## src/rtl/ps2_pkg.sv

```systemverilog
// rtl/ps2_pkg.sv - shared constants and FSM state type for the PS/2 frame receiver
package ps2_pkg;

  localparam int PS2_DATA_BITS  = 8;
  localparam int PS2_FRAME_BITS = 11;

  typedef enum logic [1:0] {
    ST_IDLE,
    ST_DATA,
    ST_PARITY,
    ST_STOP
  } ps2_rx_state_t;

endpackage

```

## src/rtl/ps2_line_filter.sv

```systemverilog
// rtl/ps2_line_filter.sv - 2-flop synchroniser plus run-length deglitch with a falling-edge strobe
module ps2_line_filter
  import ps2_pkg::*;
#(
  parameter int FILTER_LEN = 8
) (
  input  logic clock,
  input  logic reset,
  input  logic din,
  output logic level,
  output logic fall
);

  localparam int RUN_W = $clog2(FILTER_LEN + 1);

  logic             sync1_q, sync2_q;
  logic             level_q, level_d;
  logic             fall_q, fall_d;
  logic [RUN_W-1:0] run_q, run_d;

  // Level flips only after FILTER_LEN consecutive samples disagree with it.
  always_comb begin
    level_d = level_q;
    run_d   = run_q;
    fall_d  = 1'b0;
    if (sync2_q == level_q) begin
      run_d = '0;
    end else if (run_q == RUN_W'(FILTER_LEN - 1)) begin
      level_d = sync2_q;
      run_d   = '0;
      fall_d  = ~sync2_q;
    end else begin
      run_d = run_q + RUN_W'(1);
    end
  end

  always_ff @(posedge clock or posedge reset) begin
    if (reset) begin
      sync1_q <= 1'b1;
      sync2_q <= 1'b1;
      level_q <= 1'b1;
      fall_q  <= 1'b0;
      run_q   <= '0;
    end else begin
      sync1_q <= din;
      sync2_q <= sync1_q;
      level_q <= level_d;
      fall_q  <= fall_d;
      run_q   <= run_d;
    end
  end

  assign level = level_q;
  assign fall  = fall_q;

endmodule

```

## src/rtl/ps2_frame_receiver.sv

```systemverilog
// rtl/ps2_frame_receiver.sv - PS/2 device-to-host frame receiver with single-entry output buffer
// Optional odd-parity enforcement: PS2_PARITY_CHECK_EN.
module ps2_frame_receiver
  import ps2_pkg::*;
#(
  parameter int FILTER_LEN     = 8,
  parameter int TIMEOUT_CYCLES = 200_000
) (
  input  logic                     clock,
  input  logic                     reset,
  input  logic                     ps2_clock,
  input  logic                     ps2_data,
  input  logic                     read_fin,
  output logic                     ready,
  output logic [PS2_DATA_BITS-1:0] data,
  output logic                     frame_err,
  output logic                     overrun
);

  localparam int TMO_W = $clog2(TIMEOUT_CYCLES + 1);
  localparam int CNT_W = $clog2(PS2_DATA_BITS);

  logic clk_level, clk_fall, bit_ev;
  logic dsync1_q, dsync2_q;

  ps2_line_filter #(.FILTER_LEN(FILTER_LEN)) u_clk_filter (
    .clock(clock),
    .reset(reset),
    .din  (ps2_clock),
    .level(clk_level),
    .fall (clk_fall)
  );

  assign bit_ev = clk_fall && !clk_level;

  ps2_rx_state_t            state_q, state_d;
  logic [CNT_W-1:0]         bit_cnt_q, bit_cnt_d;
  logic [PS2_DATA_BITS-1:0] shift_q, shift_d;
  logic [TMO_W-1:0]         tmo_q, tmo_d;
  logic [PS2_DATA_BITS-1:0] data_q, data_d;
  logic                     ready_q, ready_d;
  logic                     frame_err_q, frame_err_d;
  logic                     overrun_q, overrun_d;
  logic                     commit, frame_ok;
`ifdef PS2_PARITY_CHECK_EN
  logic                     parity_q, parity_d;
`endif

  always_comb begin
    state_d     = state_q;
    bit_cnt_d   = bit_cnt_q;
    shift_d     = shift_q;
    data_d      = data_q;
    ready_d     = ready_q;
    frame_err_d = 1'b0;
    overrun_d   = 1'b0;
    commit      = 1'b0;
`ifdef PS2_PARITY_CHECK_EN
    parity_d    = parity_q;
    frame_ok    = dsync2_q && (^{shift_q, parity_q});
`else
    frame_ok    = dsync2_q;
`endif
    tmo_d = (state_q == ST_IDLE || bit_ev) ? '0 : tmo_q + TMO_W'(1);

    if (bit_ev) begin
      case (state_q)
        ST_IDLE: begin
          if (!dsync2_q) begin
            state_d   = ST_DATA;
            bit_cnt_d = '0;
          end
        end
        ST_DATA: begin
          shift_d   = {dsync2_q, shift_q[PS2_DATA_BITS-1:1]};
          bit_cnt_d = bit_cnt_q + CNT_W'(1);
          if (bit_cnt_q == CNT_W'(PS2_DATA_BITS - 1)) state_d = ST_PARITY;
        end
        ST_PARITY: begin
`ifdef PS2_PARITY_CHECK_EN
          parity_d = dsync2_q;
`endif
          state_d  = ST_STOP;
        end
        ST_STOP: begin
          commit      = frame_ok;
          frame_err_d = !frame_ok;
          state_d     = ST_IDLE;
        end
        default: state_d = ST_IDLE;
      endcase
    end else if (state_q != ST_IDLE && tmo_d == TMO_W'(TIMEOUT_CYCLES)) begin
      state_d     = ST_IDLE;
      frame_err_d = 1'b1;
      shift_d     = '0;
      tmo_d       = '0;
    end

    // A read in the commit cycle frees the slot for the incoming byte.
    if (commit) begin
      if (!ready_q || read_fin) begin
        data_d  = shift_q;
        ready_d = 1'b1;
      end else begin
        overrun_d = 1'b1;
      end
    end else if (read_fin && ready_q) begin
      ready_d = 1'b0;
    end
  end

  always_ff @(posedge clock or posedge reset) begin
    if (reset) begin
      dsync1_q    <= 1'b1;
      dsync2_q    <= 1'b1;
      state_q     <= ST_IDLE;
      bit_cnt_q   <= '0;
      shift_q     <= '0;
      tmo_q       <= '0;
      data_q      <= '0;
      ready_q     <= 1'b0;
      frame_err_q <= 1'b0;
      overrun_q   <= 1'b0;
`ifdef PS2_PARITY_CHECK_EN
      parity_q    <= 1'b0;
`endif
    end else begin
      dsync1_q    <= ps2_data;
      dsync2_q    <= dsync1_q;
      state_q     <= state_d;
      bit_cnt_q   <= bit_cnt_d;
      shift_q     <= shift_d;
      tmo_q       <= tmo_d;
      data_q      <= data_d;
      ready_q     <= ready_d;
      frame_err_q <= frame_err_d;
      overrun_q   <= overrun_d;
`ifdef PS2_PARITY_CHECK_EN
      parity_q    <= parity_d;
`endif
    end
  end

  assign ready     = ready_q;
  assign data      = data_q;
  assign frame_err = frame_err_q;
  assign overrun   = overrun_q;

endmodule

```

## config.mk

```make
export PLATFORM = sky130hd
export DESIGN_NAME = ps2_frame_receiver
export DESIGN_NICKNAME = d
export VERILOG_FILES = /design/src/rtl/ps2_pkg.sv /design/src/rtl/ps2_line_filter.sv /design/src/rtl/ps2_frame_receiver.sv
export SDC_FILE = /design/constraint.sdc
export NUM_CORES = 1
export LEC_CHECK = 0
export ABC_AREA = 1
export CELL_PAD_IN_SITES_DETAIL_PLACEMENT = 1
export CELL_PAD_IN_SITES_GLOBAL_PLACEMENT = 2
export CORE_UTILIZATION = 36
export CTS_CLUSTER_SIZE = 14
export DETAILED_ROUTE_END_ITERATION = 8
export GPL_TIMING_DRIVEN = 0
export PLACE_DENSITY = 0.88
export REMOVE_ABC_BUFFERS = 1
export SYNTH_ARGS = -nofsm -noshare
export SYNTH_HDL_FRONTEND = slang
export SYNTH_HIERARCHICAL = 1
export SYNTH_SLANG_ARGS = --single-unit
```

## constraint.sdc

```tcl
create_clock -name clock -period 2.7 [get_ports clock]
set_clock_uncertainty 0.15 [all_clocks]
set_input_delay 0.54 -clock clock [delete_from_list [all_inputs] [get_ports clock]]
set_output_delay 0.54 -clock clock [all_outputs]
set_load 0.005 [all_outputs]
```

==> key figures <==
Clocking
  – CTS buffer count: 5
  – Clock Sinks: 52
  – Clk slew on worst S/H paths: 0.10 ns
  – Maximum buffer depth of the clock tree: 2
  – Root Driver: clkbuf_8
  – CTS tree: yes
  – Setup repair bufs after CTS: 0
  – Hold buffers post-CTS: 0
  – Clock Latency Late Sink: approximately 0.3 ns
  – CTS resizes: 0
  – H-tree levels: 2

Yosys
  – Post-synthesis register bit count: between 50 and 60
  – Post-Syn Area: 0.00274 mm^2
  – Ys async rst share: 1.00
  – Main flop type after synthesis: dfrtp_1
  – Post-synthesis sequential area ratio: 0.477
  – Distinct cells, synth: 30
  – Post-Synthesis Cells: 326
  – Mapped Avg Cell Area: 8.41 um^2
  – Ranking of synthesized cells by area: dfrtp_1, nand2_1, nand3_1, inv_1, dfstp_2
  – Most frequent cell after synthesis: nand2_1
  – Top-area cell type share of the netlist area: 0.429
  – Synth warn: 6
  – EDFF count, synth: 0
  – Synth area leader: dfrtp_1
  – Synth top cells by count: nand2_1, inv_1, dfrtp_1, nand3_1, nor2_1

STA
  – Min cycle time layout: about 2.4 ns
  – Final setup fails: 0
  – Setup TNS: 0 ns
  – Final slew viol count: 0
  – Relative slew slack: 0.718
  – Number of failing hold endpoints at the final stage: 0
  – Final period util: 0.879
  – Final hold slack: ~0.21 ns
  – Crit path setup slack, layout: between 0.3 and 0.4 ns
  – Unrepaired setup endpoints after global routing: no
  – Worst slew pin tran: 0.421 ns
  – Fmax achieved: ~0.42 GHz

Final layout
  – Fin cells: 447
  – ANT cells: 0
  – Nets: 360
  – Layout cell share with drive strength beyond 1: 0.172
  – Area Growth Syn to Fin: 13.9%
  – Register area: about 0.0013 mm^2
  – Fillers: 913
  – Area of the multi-input gates: 0.00121 mm^2

Drt
  – Drt first-iter violations: 61
  – Vias: 2122
  – Routed Antenna Nets: 0
  – Number of remaining DRC errors: 0
  – Drt pass-1 iters: 4
  – WL/cell: 13.3 um
  – Final WL: 5.96 mm
  – DR vias/cell: 4.75

Placed design
  – # port buffers: 15
  – Placed Cells: 439
  – Dpl hpwl: between 4 and 5 mm
  – GP Congestion: 0.736
  – Pre-CTS WS: approximately 0.21 ns

Power and ir drop
  – Leak: 1.60 nW
  – Power, Total: 1.40 mW
  – Pwr/cell area: 448 mW/mm^2
  – Maximum vdd drop: around 290 uV

Die
  – DIE WIDTH: 89.3 um
  – Starting Density: 0.376
  – Ports: 16
  – Die height: 89.3 um
  – Core area: 0.00729 mm^2
  – Die area: 0.00797 mm^2
  – Num rows: 31

Setup path
  – Worst setup path end: shift_q[4]
  – Worst EP required: 2.74 ns
  – Reg2Reg Depth: 14
  – Startpoint types: register
  – Crit end category: register
  – Crit path max fanout: 15
  – Reg-to-Reg End: shift_q[4]
  – Reg2reg start: state_q[0]
  – Critical Path Source: state_q[0]
  – R2R Setup Slk: 0.33 ns
  – WS Path Type: register to register
  – Critical path arrival: between 2 and 2.5 ns

Global route
  – GRT Resource Usage Total: 0.171
  – Vias in the first global route: 2193
  – Overflow after GRT: 0
  – Largest net degree at the start of global routing: 27
  – Initial antenna violation count: 0
  – First-pass GRT wire length: 10.4 mm

Worst hold path
  – Min-delay worst type: register to register

Outcome
  – Outcome: finished clean

Flow run
  – Maxcap violations: 0
-- metal layers --
metal,up-vias,share of wire,track usage
met1,1038,0.45,0.216
li1,1063,-,-
met2,16,0.52,0.310
met4,0,0.010,0.0433
met5,-,0,0
met3,5,0.016,0.0222
-- placed cells by master (no fill, tap or decap), types with 2 or more instances in the layout --
cell type and count:
dfrtp_1 47, ha_1 8, clkbuf_8 6, dfstp_2 5
inv_1 47, a22o_1 2, nand3b_1 2, nand3_2 3
nand3_1 36, nand4_1 8, nor2_4 9, nand2_1 77
clkdlybuf4s50_1 15, nor2_2 7, inv_6 2, inv_2 5
mux2_2 8, o21ai_0 4, a21oi_1 2, nand2_2 10
nor2_1 33
-- sequential cells by signal, indices dropped and copies added, names as in the netlist --
register              flops
frame_err                 1
dsync2_q                  1
state_q                   2
tmo_q                    18
u_clk_filter/fall         1
ready                     1
u_clk_filter/sync1_q      1
dsync1_q                  1
u_clk_filter/sync2_q      1
bit_cnt_q                 3
shift_q                   8
data                      8
u_clk_filter/run_q        4
overrun                   1
u_clk_filter/level        1
-- per-stage QoR --
stage / instance area (um^2) / utilization
after floorplan: 2730 / -
after global routing: 3120 / 0.428
after detailed placement: 3020 / 0.414
final: 3120 / 0.428
after global placement: 3000 / 0.411
after CTS: 3120 / 0.428
-- worst min path at each step --
stage                         start                   end  slack, ns  depth (start not counted)
2_1_floorplan                 reset     u_clk_filter/fall       0.20                          1
3_3_place_gp               dsync1_q              dsync2_q       0.20                          0
3_5_place_dp   u_clk_filter/sync1_q  u_clk_filter/sync2_q       0.20                          0
4_1_cts        u_clk_filter/sync1_q  u_clk_filter/sync2_q       0.22                          0
5_1_grt        u_clk_filter/sync1_q  u_clk_filter/sync2_q       0.22                          0
6_report       u_clk_filter/sync1_q  u_clk_filter/sync2_q       0.21                          0
-- critical path, cell delays in order (launching register included) --
cell and delay [ns]:
dfrtp_1 0.41, inv_1 0.08, ha_1 0.24, inv_1 0.10, nand2_2 0.11, inv_4 0.19
nand2_1 0.10, nor2_2 0.15, nand2_1 0.07, nor2_1 0.10, nand2_1 0.07, nor2_2 0.11
nand2_2 0.17, nand3_1 0.12, nand2_1 0.08
-- power by group --
| part | switching (mW) | internal (mW) | leakage [nW] |
|---|---|---|---|
| Sequential | 0.0241 | 0.809 | 0.707 |
| Combinational | 0.0477 | 0.0323 | 0.839 |
| Clock | 0.272 | 0.215 | 0.0522 |
| Total | 0.343 | 1.06 | 1.60 |
-- cells by family after synthesis --
logic type,Yosys count,synth area share
mux,8,0.0329
simple gates,190,0.346
xor+xnor,1,0.00320
compound gates,11,0.0246
flops,52,0.477
buf+inv,56,0.0799
fa+ha+maj,8,0.0365
-- cell type report --
type	count	share of cell area
clock buffers	6	0.0265
inverters	54	0.0657
well taps	99	0.0397
multi-input cells	218	0.389
repair buffers	16	0.0545
flip-flops and latches	52	0.419
clock inverters	2	0.00561
Note: power is estimated with default switching activity, not from simulation.
